==> src/rtl/ndp_pkg.sv <==
// Shared constants and FSM encoding for the NDP stream loader and result drain.
// Default geometry: one 4x4 array of FP16 results, returned as 32-bit words.
package ndp_pkg;

  localparam int DEF_WIDTH      = 16;
  localparam int DEF_ARR_HEIGHT = 4;
  localparam int DEF_ARR_WIDTH  = 4;
  localparam int DEF_SYS_HEIGHT = 1;
  localparam int DEF_SYS_WIDTH  = 1;
  localparam int DEF_BUS_WIDTH  = 32;

  localparam int N_ROWS         = DEF_SYS_HEIGHT * DEF_ARR_HEIGHT;
  localparam int N_COLS         = DEF_SYS_WIDTH * DEF_ARR_WIDTH;
  localparam int TOTAL_BITS     = N_ROWS * N_COLS * DEF_WIDTH;
  localparam int N_WORDS        = TOTAL_BITS / DEF_BUS_WIDTH;
  localparam int ELEMS_PER_WORD = DEF_BUS_WIDTH / DEF_WIDTH;

  typedef enum logic {
    IDLE = 1'b0,
    SEND = 1'b1
  } drain_state_e;

  // A single-word drain still needs a one-bit counter.
  function automatic int cnt_width(input int n);
    return (n <= 1) ? 1 : $clog2(n);
  endfunction

endpackage

==> src/rtl/ndp_result_drain.sv <==
// Snapshots the NDP_core result bus on a calc_done_flag rising edge and streams it
// out as BUS_WIDTH words. Handshake: a word moves on any cycle with valid & ready.
module ndp_result_drain
  import ndp_pkg::*;
#(
  parameter int WIDTH      = DEF_WIDTH,
  parameter int ARR_HEIGHT = DEF_ARR_HEIGHT,
  parameter int ARR_WIDTH  = DEF_ARR_WIDTH,
  parameter int SYS_HEIGHT = DEF_SYS_HEIGHT,
  parameter int SYS_WIDTH  = DEF_SYS_WIDTH,
  parameter int BUS_WIDTH  = DEF_BUS_WIDTH
) (
  input  logic                                                     clk,
  input  logic                                                     reset,
  input  logic                                                     calc_done_flag,
  input  logic [SYS_HEIGHT*ARR_HEIGHT*SYS_WIDTH*ARR_WIDTH*WIDTH-1:0] out_c,
  output logic [BUS_WIDTH-1:0]                                     data_out,
  output logic                                                     data_out_valid,
  input  logic                                                     data_out_ready,
  output logic                                                     data_out_last,
  output logic                                                     busy,
  output logic                                                     drain_done,
  output logic                                                     overrun
);

  localparam int DRAIN_BITS  = SYS_HEIGHT * ARR_HEIGHT * SYS_WIDTH * ARR_WIDTH * WIDTH;
  localparam int DRAIN_WORDS = DRAIN_BITS / BUS_WIDTH;
  localparam int CNT_W       = cnt_width(DRAIN_WORDS);
  localparam logic [CNT_W-1:0] LAST_IDX = CNT_W'(DRAIN_WORDS - 1);

  drain_state_e state_q, state_d;
  logic [CNT_W-1:0] cnt_q, cnt_d;
  logic [DRAIN_WORDS-1:0][BUS_WIDTH-1:0] snap_q, snap_d;
  logic done_q;
  logic drain_done_q, drain_done_d;
  logic overrun_q, overrun_d;

  logic start;
  logic handshake;
  logic is_last;

  assign start     = calc_done_flag & ~done_q;
  assign is_last   = (cnt_q == LAST_IDX);
  assign handshake = data_out_valid & data_out_ready;

  // Outputs decode straight from state so they are zero whenever IDLE.
  always_comb begin
    data_out_valid = 1'b0;
    busy           = 1'b0;
    data_out_last  = 1'b0;
    data_out       = '0;
    if (state_q == SEND) begin
      data_out_valid = 1'b1;
      busy           = 1'b1;
      data_out_last  = is_last;
      data_out       = snap_q[cnt_q];
    end
  end

  assign drain_done = drain_done_q;
  assign overrun    = overrun_q;

  always_comb begin
    state_d      = state_q;
    cnt_d        = cnt_q;
    snap_d       = snap_q;
    drain_done_d = 1'b0;
    overrun_d    = overrun_q;
    case (state_q)
      IDLE: begin
        if (start) begin
          snap_d  = out_c;
          cnt_d   = '0;
          state_d = SEND;
        end
      end
      SEND: begin
        if (handshake && is_last) begin
          drain_done_d = 1'b1;
          // A new edge landing on the final handshake chains straight into the next drain.
          if (start) begin
            snap_d = out_c;
            cnt_d  = '0;
          end else begin
            state_d = IDLE;
          end
        end else begin
          if (handshake) cnt_d = cnt_q + 1'b1;
          if (start) overrun_d = 1'b1;
        end
      end
      default: state_d = IDLE;
    endcase
  end

  always_ff @(posedge clk) begin
    if (reset) begin
      state_q      <= IDLE;
      cnt_q        <= '0;
      snap_q       <= '0;
      done_q       <= 1'b0;
      drain_done_q <= 1'b0;
      overrun_q    <= 1'b0;
    end else begin
      state_q      <= state_d;
      cnt_q        <= cnt_d;
      snap_q       <= snap_d;
      done_q       <= calc_done_flag;
      drain_done_q <= drain_done_d;
      overrun_q    <= overrun_d;
    end
  end

endmodule

==> config.mk <==
export PLATFORM = sky130hd
export DESIGN_NAME = ndp_result_drain
export DESIGN_NICKNAME = d
export VERILOG_FILES = /design/src/rtl/ndp_pkg.sv /design/src/rtl/ndp_result_drain.sv
export SDC_FILE = /design/constraint.sdc
export NUM_CORES = 1
export LEC_CHECK = 0
export ABC_AREA = 1
export ABC_CLOCK_PERIOD_IN_PS = 2200
export BUFFER_PORTS_ARGS = -buffer_cell sky130_fd_sc_hd__buf_2
export CAP_MARGIN = 10
export CORE_ASPECT_RATIO = 0.8
export CORE_UTILIZATION = 35
export CTS_CLUSTER_SIZE = 16
export DETAILED_ROUTE_END_ITERATION = 8
export PLACE_DENSITY = 0.64
export SYNTH_ARGS = -nofsm -noshare
export SYNTH_HDL_FRONTEND = slang
export SYNTH_SLANG_ARGS = --single-unit
==> constraint.sdc <==
create_clock -name clk -period 2.2 [get_ports clk]
set_clock_uncertainty 0.15 [all_clocks]
set_input_delay 0.44 -clock clk [delete_from_list [all_inputs] [get_ports clk]]
set_output_delay 0.44 -clock clk [all_outputs]
set_load 0.005 [all_outputs]
Yosys cells after proc, flatten, opt, wreduce, memory -nomap -nowiden
Cells that the tools add are included.

Logic and storage cells: 42. Register bits: 263. Output and inout port bits: 37.

$lt $le $gt $ge: 1. Add/sub/neg operators: 1. Equal/unequal tests: 3. Bitwise gates (word level): 5. Muxes and demuxes: 16. Reductions and logical operators: 3.

Operators with widths (number): 256-bit 2-to-1 mux (2); 256-bit case mux with 2 select lines (1); 32-bit binary-select mux with 3-bit select (1); 32-bit 2-to-1 mux (2); 3-bit 2-to-1 mux (3); 3-bit case mux with 2 select lines (1); 1-bit 2-to-1 mux (5); 3-bit by 4-bit < comparator with 1-bit output (second input constant) (1); 3-bit by 1-bit adder with 3-bit output (second input constant) (1); 3-bit equality test (second input constant) (1); 3-bit by 1-bit != test with 1-bit output (second input constant) (1); 1-bit inverter (3); 3-bit AND reduction (1); 1-bit bitwise AND (2); 2-bit by 1-bit != test with 1-bit output (second input constant) (1); 1-bit case mux with 2 select lines (1); 2-bit OR reduction (1); 1-bit logical AND (1).

Longest topological paths before layout
Gate-level depths: netlist (run 1).

Depth after elaboration: 5. Gate-level depth with buffers: 10. Mapped depth without buffers: 8.

Worst setup path before layout (run 1)
Ideal clock, no wire load.

Path type: register -> register. Start point: register cnt_q[0]. End point: register snap_q[195] (netlist bit). Slack: 417 ps. Path buffers: 2. Clock period less this slack: 1783 ps. Stages on the path, launching flop included: 11. Arrival time: 1517 ps. Data required time: 1934 ps. Cells stage by stage: dfxtp_1 ha_1 ha_1 nand3_4 nand2_2 nand2_4 clkinv_2 buf_4 buf_4 nor2_1 nor2_1.

Longest elaborated chain between the ends: 3.

Ends and longest elaborated chain: start: declaration (RTL line ndp_result_drain.sv:32) `logic [CNT_W-1:0] cnt_q, cnt_d;`; start signal: assignment (RTL line ndp_result_drain.sv:106) `cnt_q <= cnt_d;`; 3-bit equality test (RTL line ndp_result_drain.sv:43) `assign is_last = (cnt_q == LAST_IDX);`; 1-bit logical AND (RTL line ndp_result_drain.sv:78) `if (handshake && is_last) begin`; 2-bit by 1-bit != test with 1-bit output (no line); end signal: assignment (RTL line ndp_result_drain.sv:107) `snap_q <= snap_d;`; end: declaration (RTL line ndp_result_drain.sv:33) `logic [DRAIN_WORDS-1:0][BUS_WIDTH-1:0] snap_q, snap_d;`.

Every way passes these cells. A chain may end at the register's enable or synchronous reset.

Final worst setup path (run 1)
Start point: register cnt_q[0]. End point: output data_out[3].

Longest elaborated chain between the ends: 3.

Ends and longest elaborated chain: 32-bit binary-select mux with 3-bit select (RTL line ndp_result_drain.sv:56) `data_out = snap_q[cnt_q];`; 32-bit 2-to-1 mux (not written as such) (RTL line ndp_result_drain.sv:56); 32-bit 2-to-1 mux (RTL line ndp_result_drain.sv:52) `if (state_q == SEND) begin`; end: declaration (RTL line ndp_result_drain.sv:17) `output logic [BUS_WIDTH-1:0] data_out,`.

Every way passes these cells. The select of a mux whose other input is x is not followed.

==> summary.txt, run 1 <==
Floorplanning
  – Io pins: between 200 and 300
  – Die H: ~170 µm
  – Initial Util: 35.9%
  – Die X: approximately 210 µm
  – Die Area: ~37000 µm²
  – Number of cell rows: 61
  – Core area: 35100 µm²

Clock network
  – Clock insertion delay at the later pin of the skew report: 0.57 ns
  – Cts bufs inserted: 29
  – CTS Sinks: between 200 and 300
  – CTS clk-pin slew, worst paths: roughly 0.070 ns
  – H-Tree Depth: 1
  – CTS tree: built
  – Clock Tree Buf Depth: 3
  – Clock root buffer: clkbuf_16

Status
  – Violated checks: negative hold slack, negative setup slack
  – Outcome: complete, but fails checks

Cells and area
  – Layout cells sized above 1: between 20% and 30%
  – Final design utilization: a little over half
  – Finished Cell Area: ~19000 µm²
  – Synthesis-to-finish area growth: 49.5%
  – Commonest non-fill, non-tap cell in the layout: nor2_1
  – Most frequent cells in the layout: 501 x nor2_1, 309 x nand2_1, 296 x buf_2, 264 x inv_1, 259 x dfxtp_1
  – Nets: 2731

Setup path
  – Slowest cell on the critical path: dfxtp_4
  – Setup crit end kind: output port
  – Crit path max fanout: 15
  – Startpoint types: flop
  – CP bufs+invs: 3
  – Critical path type: reg2out
  – R2R Setup Slk: -0.01 ns
  – Critical path's top delay family: simple AND/OR/NAND/NOR gates
  – Delay of the slowest critical-path stage: roughly 0.43 ns
  – CP arrival: 2.00 ns
  – Required @ worst endpoint: 1.61 ns
  – Worst path cell trace: clkinv_8 > buf_16 > nand2_1 > nand3_1 > nand3_1 > nand2_1 > nor2_1 > buf_2

Global route
  – Vias in the first global route: about 13000
  – First-pass GRT wire length: roughly 70000 µm
  – Largest net degree at the start of global routing: 70
  – Aggregate global routing overflow: 0
  – Overall global routing resource usage: 23.9%
  – Initial antenna violation count: 4

Synth
  – Sequential area share after synthesis: between 40% and 50%
  – Synth Area in Adders: 0.198%
  – Synthesized flop and latch total: 263
  – Multiplexer area fraction after synthesis: 0%
  – Ys flop type: dfxtp_1
  – Post-Syn Area: between 10000 and 15000 µm²
  – Post-Syn Nets: between 2000 and 2500
  – Ys async rst share: 0%
  – Synth Area in Compound Gates: about a tenth
  – EDFF count, synth: 0
  – Main combinational cell family by area after synthesis: simple AND/OR/NAND/NOR gates
  – Post-synthesis xor/xnor area fraction: 0%
  – Yosys warns: 0
  – Avg Cell Area, Syn: approximately 6.3 µm²
  – Simple-Gate Fraction of Synth Area: between 30% and 40%
  – Yosys cell types: 22
  – Synthesized instance count: ~2000

Timing
  – Final worst path period share: 118%
  – Worst hold slack: -0.0150 ns
  – Setup TNS: -10.90 ns
  – Final min period: between 2 and 3 ns
  – Final Setup Violations: 38
  – Slew Limit Headroom: roughly 73%
  – Fmax: between 0.3 and 0.4 GHz
  – Hold Fails Final Rpt: 7
  – Worst-Margin Slew: around 0.41 ns
  – RSZ-0062 raised after global routing: true
  – Slew Viols, Final: 0
  – Fin worst setup slack: -0.389 ns

Placed design
  – Dpl hpwl: 28900 µm
  – Gp weighted congestion: 0.876
  – Worst Setup Slack post-DPL: 0.0689 ns
  – Placed Area: around 15000 µm²
  – Port Buf Inserts: slightly below 300

Drt
  – Vias per cell: roughly 4.8
  – Initial DRC Count: about 1300
  – Vias: ~14000
  – # DRC: 0
  – Drt pass-1 iters: 5
  – Final wirelength: around 50000 µm
  – Drt wl/cell: about 17 µm
  – DRT antenna net count: 0

Worst hold path
  – Hold WC Path Type: in2reg

Run
  – Max-Cap Viols: 0

Pwr
  – LEAKAGE: roughly 8.7 nW
  – Power Density: ~730 nW/µm²
  – Maximum vdd drop: roughly 0.45 mV
[power by group]
group          switching (mW)  internal, mW
logic                    1.57          1.29
clock network            2.10          3.39
registers               0.222          5.15
total                    3.90          9.84
[metal layers]
| layer | share of wire [%] | GRT usage [%] | routed length (µm) | up-vias |
|---|---|---|---|---|
| li1 | - | - | - | 7044 |
| met5 | 0.070 | 0 | 35 | - |
| met3 | 6.2 | 3.64 | 3100 | 111 |
| met4 | 3.2 | 8.20 | 1610 | 6 |
| met1 | 43 | 29.8 | 21500 | 6612 |
| met2 | 47 | 41.9 | 23700 | 564 |
[metrics by stage]
step                total power, mW  instances  hold slack (ns)
floorplan                      6.80       2008            0.304
global route                   14.4       2964         0.000160
finish                         13.7       2965          -0.0150
global placement               7.52       2682            0.312
CTS                            13.4       2920        0.0000457
detailed placement             7.57       2682            0.320
[repair_timing]
action | 4_1_cts | 5_1_grt
endpoints found under the setup margin | 33 | 279
buffers inserted | 2 | 17
pin swaps | 7 | 13
resized for setup | 47 | 186
endpoints found under the hold margin | 178 | 5
gates cloned | 4 | 24
hold buffers | 178 | 5
[area by class of cell]
type | instances | area [µm²]
antenna | 1 | 2.50
clock buffer | 43 | 858
clock inverter | 11 | 215
fill | 3365 | 16300
inverter | 268 | 1050
multi-input combinational | 1340 | 6100
sequential | 263 | 5280
tap | 472 | 591
timing repair buffer | 563 | 4710
timing repair inverter | 4 | 53.8
[worst register-to-register path, cell delays in order, from the launching register on]
cell       delay [ns]
dfxtp_4          0.39
buf_4            0.15
ha_4             0.15
ha_2             0.17
buf_4            0.14
nand3_4          0.11
nand2_8          0.08
nand2_8          0.16
buf_12           0.17
clkinv_16        0.08
clkbuf_16        0.18
nor2_2           0.10
nor2_1           0.06
[cells in the mapped netlist (2+ instances only)]
library cell,instances,area share (%)
buf_4,18,1.1
a21oi_1,5,0.20
clkbuf_2,2,0.079
o21ai_1,76,3.0
nand2_1,328,9.8
dfxtp_1,263,42
ha_1,2,0.20
buf_6,14,1.3
o21ai_0,180,7.1
buf_1,10,0.30
buf_2,34,1.3
clkbuf_1,60,1.8
nand3_1,163,6.5
nor2_1,580,17
inv_1,266,7.9
[sequential cells by signal (all words and copies together) (netlist names)]
signal	cells
drain_done	1
state_q	1
done_q	1
snap_q	256
cnt_q	3
overrun	1
[worst paths after layout]
check / cells after the start / startpoint / end
setup / recovery: 8 / cnt_q[0]$_SDFFE_PP0P_ / data_out[3]
hold / removal: 3 / out_c[175] / snap_q[175]$_SDFFE_PP0P_
setup reg to reg: 12 / cnt_q[0]$_SDFFE_PP0P_ / snap_q[94]$_SDFFE_PP0P_
hold reg to reg: 2 / snap_q[175]$_SDFFE_PP0P_ / snap_q[175]$_SDFFE_PP0P_
[kinds of logic (layout without fill, tap and decap cells)]
logic type                 count (synthesis)  count (layout)
AOI/OAI and AO/OA                        262             262
adders and majority gates                  2               2
buffers and inverters                    406             889
DFF                                      263             263
other                                      0               1
and+or+nand+nor                         1075            1076
(Power assumes the default switching activity.)
==> inputs of run 2 (changes only) <==
Settings changed: ABC_AREA 1 to not set, PLACE_DENSITY 0.64 to 0.65.
==> summary.txt, run 2 <==
Drt
  – # DRC: 0 (unchanged)
  – DRT antenna net count: 0 (unchanged)
  – Final wirelength: 42000 µm (-16%)
  – Initial DRC Count: 1078 (-16%)
  – Vias: 11700 (-18%)
  – Drt wl/cell: 18.4 µm (+9.5%)
  – Vias per cell: 5.13 (+6.1%)
  – Drt pass-1 iters: 5 (unchanged)

Timing
  – Final min period: 2.87 ns (+0.285 ns)
  – Worst-Margin Slew: 0.978 ns (+0.566 ns)
  – RSZ-0062 raised after global routing: true
  – Fmax: 0.348 GHz (-9.9%)
  – Fin worst setup slack: -0.673 ns (-0.285 ns)
  – Hold Fails Final Rpt: 0 (-7)
  – Final worst path period share: 131% (+13 points)
  – Final Setup Violations: 289 (+660%)
  – Slew Limit Headroom: 34.7% (-38 points)
  – Slew Viols, Final: 0 (unchanged)

Synth
  – Synth top area share: 45.9% (+4.2 points)
  – Ys async rst share: 0% (unchanged)
  – EDFF count, synth: 0 (unchanged)
  – Top cells by count, synth: 513 x nand2_1, 263 x dfxtp_1, 262 x a21oi_1
  – Ys flop type: dfxtp_1
  – Post-Syn Area: 11500 µm² (-9.1%)
  – Synthesized flop and latch total: 263 (unchanged)
  – Yosys top cell by area: dfxtp_1
  – Yosys warns: 0 (unchanged)
  – Post-Syn Nets: 1595 (-30%)
  – Sequential area share after synthesis: 45.9% (+4.2 points)
  – Count leader, synth: nand2_1
  – Synthesized instance count: 1333 (-34%)
  – Avg Cell Area, Syn: 8.60 µm² (+37%)
  – Top cells by area, synth: dfxtp_1 46%, nand2_1 17%, a21oi_1 11%
  – Yosys cell types: 26 (+18%)

Cells and area
  – Top reg by flops: snap_q
  – Nets: 2102 (-23%)
  – Final design utilization: 54.6% (+0.91 points)
  – Layout cells sized above 1: 31.2% (+7.9 points)
  – Top flop regs: snap_q: 256 flops, cnt_q: 3 flops
  – Most frequent cells in the layout: 513 x nand2_1, 295 x buf_2, 261 x dfxtp_1, 199 x a21oi_1, 197 x dlygate4sd3_1
  – Commonest non-fill, non-tap cell in the layout: nand2_1
  – Number of flip-flops in the largest register: 256 (unchanged)
  – Post-Layout Cell Count: 2280 (-23%)
  – Filler cells: 2792 (-17%)
  – Synthesis-to-finish area growth: 51.5%

Setup path
  – Required @ worst endpoint: 1.61 ns (about the same)
  – Crit path max fanout: 15 (unchanged)
  – CP arrival: 2.28 ns (+0.28 ns)
  – Critical path type: reg2out
  – Startpoint types: flop
  – Setup crit end kind: output port

Global route
  – Vias in the first global route: 10900 (-18%)
  – Largest net degree at the start of global routing: 60 (-14%)
  – Overall global routing resource usage: 23.2% (-0.63 points)
  – Aggregate global routing overflow: 0 (unchanged)
  – Initial antenna violation count: 3 (-1)
  – First-pass GRT wire length: 60300 µm (-13%)

Pwr
  – Maximum vdd drop: 0.468 mV (+5.0%)
  – LEAKAGE: 6.97 nW (-20%)
  – Power Density: 690 nW/µm² (-5.3%)
  – Overall power: 12.0 mW (-13%)

Placed design
  – Port Buf Inserts: 296 (unchanged)
  – Dpl hpwl: 27000 µm (-6.4%)
  – Dpl cells: 1997 (-26%)
  – Gp weighted congestion: 0.884 (+0.92%)
  – Worst Setup Slack post-DPL: -0.180 ns (-0.249 ns)

Floorplanning
  – Initial Util: 36.1% (+0.13 points)
  – Core area: 31800 µm² (-9.5%)
  – Die X: 204 µm (-4.6%)
  – Die Area: 33500 µm² (-9.0%)
  – Io pins: 297 (unchanged)
  – Die H: 164 µm (-4.6%)
  – Number of cell rows: 58 (-4.9%)

Worst hold path
  – Hold WC Path Type: in2reg

Clock network
  – Clock root buffer: clkbuf_16
  – Clock Tree Buf Depth: 3 (unchanged)
  – H-Tree Depth: 1 (unchanged)
  – Clock insertion delay at the later pin of the skew report: 0.53 ns (-0.04 ns)
  – CTS clk-pin slew, worst paths: 0.07 ns (about the same)
  – Cts bufs inserted: 27 (-6.9%)
  – CTS tree: built
  – CTS Sinks: 263 (unchanged)

Run
  – Max-Cap Viols: 0 (unchanged)

Status
  – Violated checks: negative setup slack
  – Outcome: complete, but fails checks
[run 2: final cells by class]
type | count | area, µm² | area share, %
diodes | 1 | 2.50 | 0.0144
clock buffers | 38 | 767 | 4.42
clock inverters | 10 | 115 | 0.663
inverters | 2 | 7.51 | 0.0432
multi-input cells | 954 | 5580 | 32.2
flip-flops and latches | 263 | 5270 | 30.4
well taps | 420 | 526 | 3.03
repair buffers | 592 | 5090 | 29.3
[run 2: stage by stage]
| step | hold slack [ns] | area (µm²) | TNS, ns |
|---|---|---|---|
| after floorplan | 0.282 | 11500 | 0 |
| after global placement | 0.289 | 13400 | -3.75 |
| after detailed placement | 0.296 | 13400 | -8.99 |
| after CTS | 0.000497 | 16800 | -57.74 |
| after global routing | 0.000937 | 17400 | -83.81 |
| final | 0.0152 | 17400 | -55.43 |
[run 2: logic make-up after synthesis]
kind of cell               count (synthesis)  synth area share, %
DFF                                      263                 45.9
AOI/OAI and AO/OA                        328                 15.5
buffers and inverters                    116                 8.48
muxes                                     96                 12.2
and+or+nand+nor                          528                 17.6
adders and majority gates                  2                0.218
[run 2: repair_timing]
action,CTS,global route
cloned,12,7
pin swaps,23,18
setup endpoints to repair,264,289
hold endpoints to repair,196,1
gates resized for setup,33,77
hold buffers,196,1
buffers inserted,12,6
[run 2: layer usage]
layer  GRT usage [%]  part of all wire (%)  vias to the layer above
li1                -                     -                     5530
met1            34.5                    47                     5549
met2            33.5                    42                      540
met3            5.44                   8.9                       74
met4            5.46                   2.1                        4
met5               0                 0.050                        -
[run 2: report_power, final]
| part | internal, mW | switching [mW] |
|---|---|---|
| Clock | 2.67 | 1.93 |
| Combinational | 1.15 | 1.02 |
| Sequential | 5.03 | 0.170 |
| Total | 8.85 | 3.13 |
[run 2: path summary, 6_finish.rpt]
path | to | slack (ns) | startpoint | cells past startpoint
setup / recovery | data_out[4] | -0.67 | cnt_q[0]$_SDFFE_PP0P_ | 6
hold / removal | snap_q[103]$_SDFFE_PP0P_ | 0.02 | out_c[103] | 3
setup reg to reg | snap_q[39]$_SDFFE_PP0P_ | -0.29 | cnt_q[0]$_SDFFE_PP0P_ | 12
hold reg to reg | snap_q[13]$_SDFFE_PP0P_ | 0.30 | snap_q[13]$_SDFFE_PP0P_ | 2
[run 2: worst max-delay path, cell delays in order, from the launching register on]
cell,delay (ns)
dfxtp_4,0.41
buf_12,0.18
mux4_2,0.56
o22ai_2,0.18
buf_4,0.15
a211oi_1,0.06
buf_2,0.20
==> inputs of run 3 (changes only) <==
Settings changed: CELL_PAD_IN_SITES_DETAIL_PLACEMENT set to 1, CELL_PAD_IN_SITES_GLOBAL_PLACEMENT set to 1, PLACE_DENSITY 0.65 to 0.81.
==> summary.txt, run 3 (synthesis gave the netlist of run 2 again) <==
Status
  – Outcome: complete, but fails checks
  – Violated checks: negative hold slack, negative setup slack

Setup path
  – Critical path's top delay family: multiplexers
  – Worst path cell trace: buf_12 > buf_12 > mux4_2 > o22ai_1 > a211oi_1 > buf_2
  – Setup crit end kind: output port
  – Crit path max fanout: 7 (-8)
  – CP arrival: 2.39 ns (+0.11 ns)
  – Critical path type: reg2out
  – Most used cell, CP: buf_12
  – Required @ worst endpoint: 1.61 ns (about the same)
  – Worst Reg-to-Reg Cells: 12 (unchanged)
  – Delay of the slowest critical-path stage: 0.57 ns (about the same)
  – Instance count on the critical path: 6 (unchanged)
  – CP bufs+invs: 3 (unchanged)
  – Startpoint types: flop
  – Slowest cell on the critical path: mux4_2

Drt
  – # DRC: 0 (unchanged)
  – Initial DRC Count: 1191 (+10%)
  – DRT antenna net count: 0 (unchanged)
  – Vias per cell: 5.75 (+12%)
  – Drt wl/cell: 29.0 µm (+57%)
  – Vias: 13600 (+16%)
  – Drt pass-1 iters: 5 (unchanged)
  – Final wirelength: 68400 µm (+63%)

Cells and area
  – Commonest non-fill, non-tap cell in the layout: nand2_1
  – Layout cells sized above 1: 46.0% (+15 points)
  – Finished Cell Area: 20200 µm² (+16%)
  – Number of flip-flops in the largest register: 256 (unchanged)
  – Nets: 2172 (+3.3%)
  – Synthesis-to-finish area growth: 76.0%
  – Top reg by flops: snap_q
  – Most frequent cells in the layout: 362 x nand2_1, 294 x buf_2, 260 x dfxtp_1, 213 x dlygate4sd3_1, 134 x a21oi_1
  – Top flop regs: snap_q: 256 flops, cnt_q: 3 flops
  – Final design utilization: 63.5% (+8.8 points)

Timing
  – Slew Viols, Final: 0 (unchanged)
  – Hold Fails Final Rpt: 1 (+1)
  – RSZ-0062 raised after global routing: true
  – Slew Limit Headroom: 47.1% (+12 points)
  – Worst hold slack: -0.0192 ns (-0.0344 ns)
  – Fin worst setup slack: -0.784 ns (-0.111 ns)
  – Final min period: 2.98 ns (+0.111 ns)
  – Final worst path period share: 136% (+5.0 points)
  – Final Setup Violations: 289 (unchanged)
  – Worst-Margin Slew: 0.792 ns (-0.186 ns)
  – Fmax: 0.335 GHz (-3.7%)

Clock network
  – H-Tree Depth: 1 (unchanged)
  – Clock Tree Buf Depth: 3 (unchanged)
  – CTS clk-pin slew, worst paths: 0.07 ns (about the same)
  – CTS tree: built
  – Cts bufs inserted: 29 (+7.4%)
  – CTS Sinks: 263 (unchanged)
  – Clock root buffer: clkbuf_16
  – Clock insertion delay at the later pin of the skew report: 0.55 ns (+0.02 ns)

Pwr
  – Maximum vdd drop: 0.499 mV (+6.5%)
  – Internal: 9.59 mW (+8.3%)
  – Clock power share: 38.5% (about the same)
  – LEAKAGE: 8.33 nW (+19%)
  – Switching pwr: 4.03 mW (+29%)
  – Combinational share of power: 22.9% (+4.8 points)
  – Sw Share: 29.6% (+3.5 points)
  – Power Density: 675 nW/µm² (-2.1%)
  – Share of power burned in registers: 38.6% (-4.8 points)

Floorplanning
  – Initial Util: 36.1% (unchanged)
  – Die Area: 33500 µm² (unchanged)
  – Die H: 164 µm (unchanged)
  – Die X: 204 µm (unchanged)
  – Number of cell rows: 58 (unchanged)
  – Core area: 31800 µm² (unchanged)
  – Io pins: 297 (unchanged)

Worst hold path
  – Hold WC Path Type: in2reg
  – WHS Path Cells: 3 (unchanged)

Placed design
  – Placed Area: 13300 µm² (-0.84%)
  – Dpl hpwl: 28200 µm (+4.5%)
  – Gp weighted congestion: 0.858 (-2.9%)
  – Port Buf Inserts: 296 (unchanged)

Global route
  – Initial antenna violation count: 9 (+6)
  – Overall global routing resource usage: 28.9% (+5.7 points)
  – Aggregate global routing overflow: 0 (unchanged)
  – Largest net degree at the start of global routing: 69 (+15%)
  – First-pass GRT wire length: 74300 µm (+23%)
  – Vias in the first global route: 13100 (+20%)

Run
  – Max-Cap Viols: 0 (unchanged)
==> run 3: path summary, 6_finish.rpt <==
kind | start | endpoint | slack [ns]
setup / recovery | cnt_q[0]$_SDFFE_PP0P_ | data_out[23] | -0.78
hold / removal | out_c[127] | snap_q[127]$_SDFFE_PP0P_ | -0.02
setup reg to reg | cnt_q[0]$_SDFFE_PP0P_ | snap_q[9]$_SDFFE_PP0P_ | -0.32
hold reg to reg | snap_q[220]$_SDFFE_PP0P_ | snap_q[220]$_SDFFE_PP0P_ | 0.31
==> run 3: area by class of cell <==
class / instances / area, µm²
fillers: 3369 / 11600
multi-input cells: 957 / 6990
repair buffers: 657 / 6360
flip-flops and latches: 263 / 5270
clock buffers: 40 / 847
well taps: 420 / 526
clock inverters: 12 / 146
diodes: 9 / 22.5
inverters: 2 / 7.51
==> run 3: power groups by stage <==
stage	Sequential [mW]	Clock (mW)	Combinational (mW)
after global placement	5.26	0	1.50
after CTS	5.18	5.15	2.00
final	5.25	5.24	3.13
after global routing	5.26	5.42	3.21
after detailed placement	5.28	0	1.54
after floorplan	5.23	0	0.973
==> run 3: worst min-delay path: stages <==
cell	delay, ns
buf_2	0.10
nand2_1	0.05
a21oi_1	0.05
==> run 3: repair_timing <==
action,4_1_cts,5_1_grt
hold endpoints to repair,213,0
gates resized for setup,58,465
gates cloned,7,55
setup buffers,12,29
endpoints found under the setup margin,281,144
hold buffers,213,0
pin swaps,3,194
==> run 3: through the flow <==
step	setup TNS (ns)	total power [mW]	instances	setup WS (ns)	hold WS (ns)
2_1_floorplan	0	6.20	1333	0.250	0.282
3_3_place_gp	-11.03	6.76	1987	-0.189	0.289
3_5_place_dp	-22.38	6.82	1987	-0.199	0.297
4_1_cts	-19.92	12.3	2271	-0.688	0.000116
5_1_grt	-84.18	13.9	2358	-0.803	-0.0222
6_report	-70.93	13.6	2360	-0.784	-0.0192
==> run 3: routing by layer <==
layer	GRT usage, %	vias to the layer above	wire length, µm
li1	-	5696	-
met1	37.1	6719	26700
met2	49.9	869	33200
met3	4.76	278	5110
met4	8.48	4	3340
met5	0	-	19
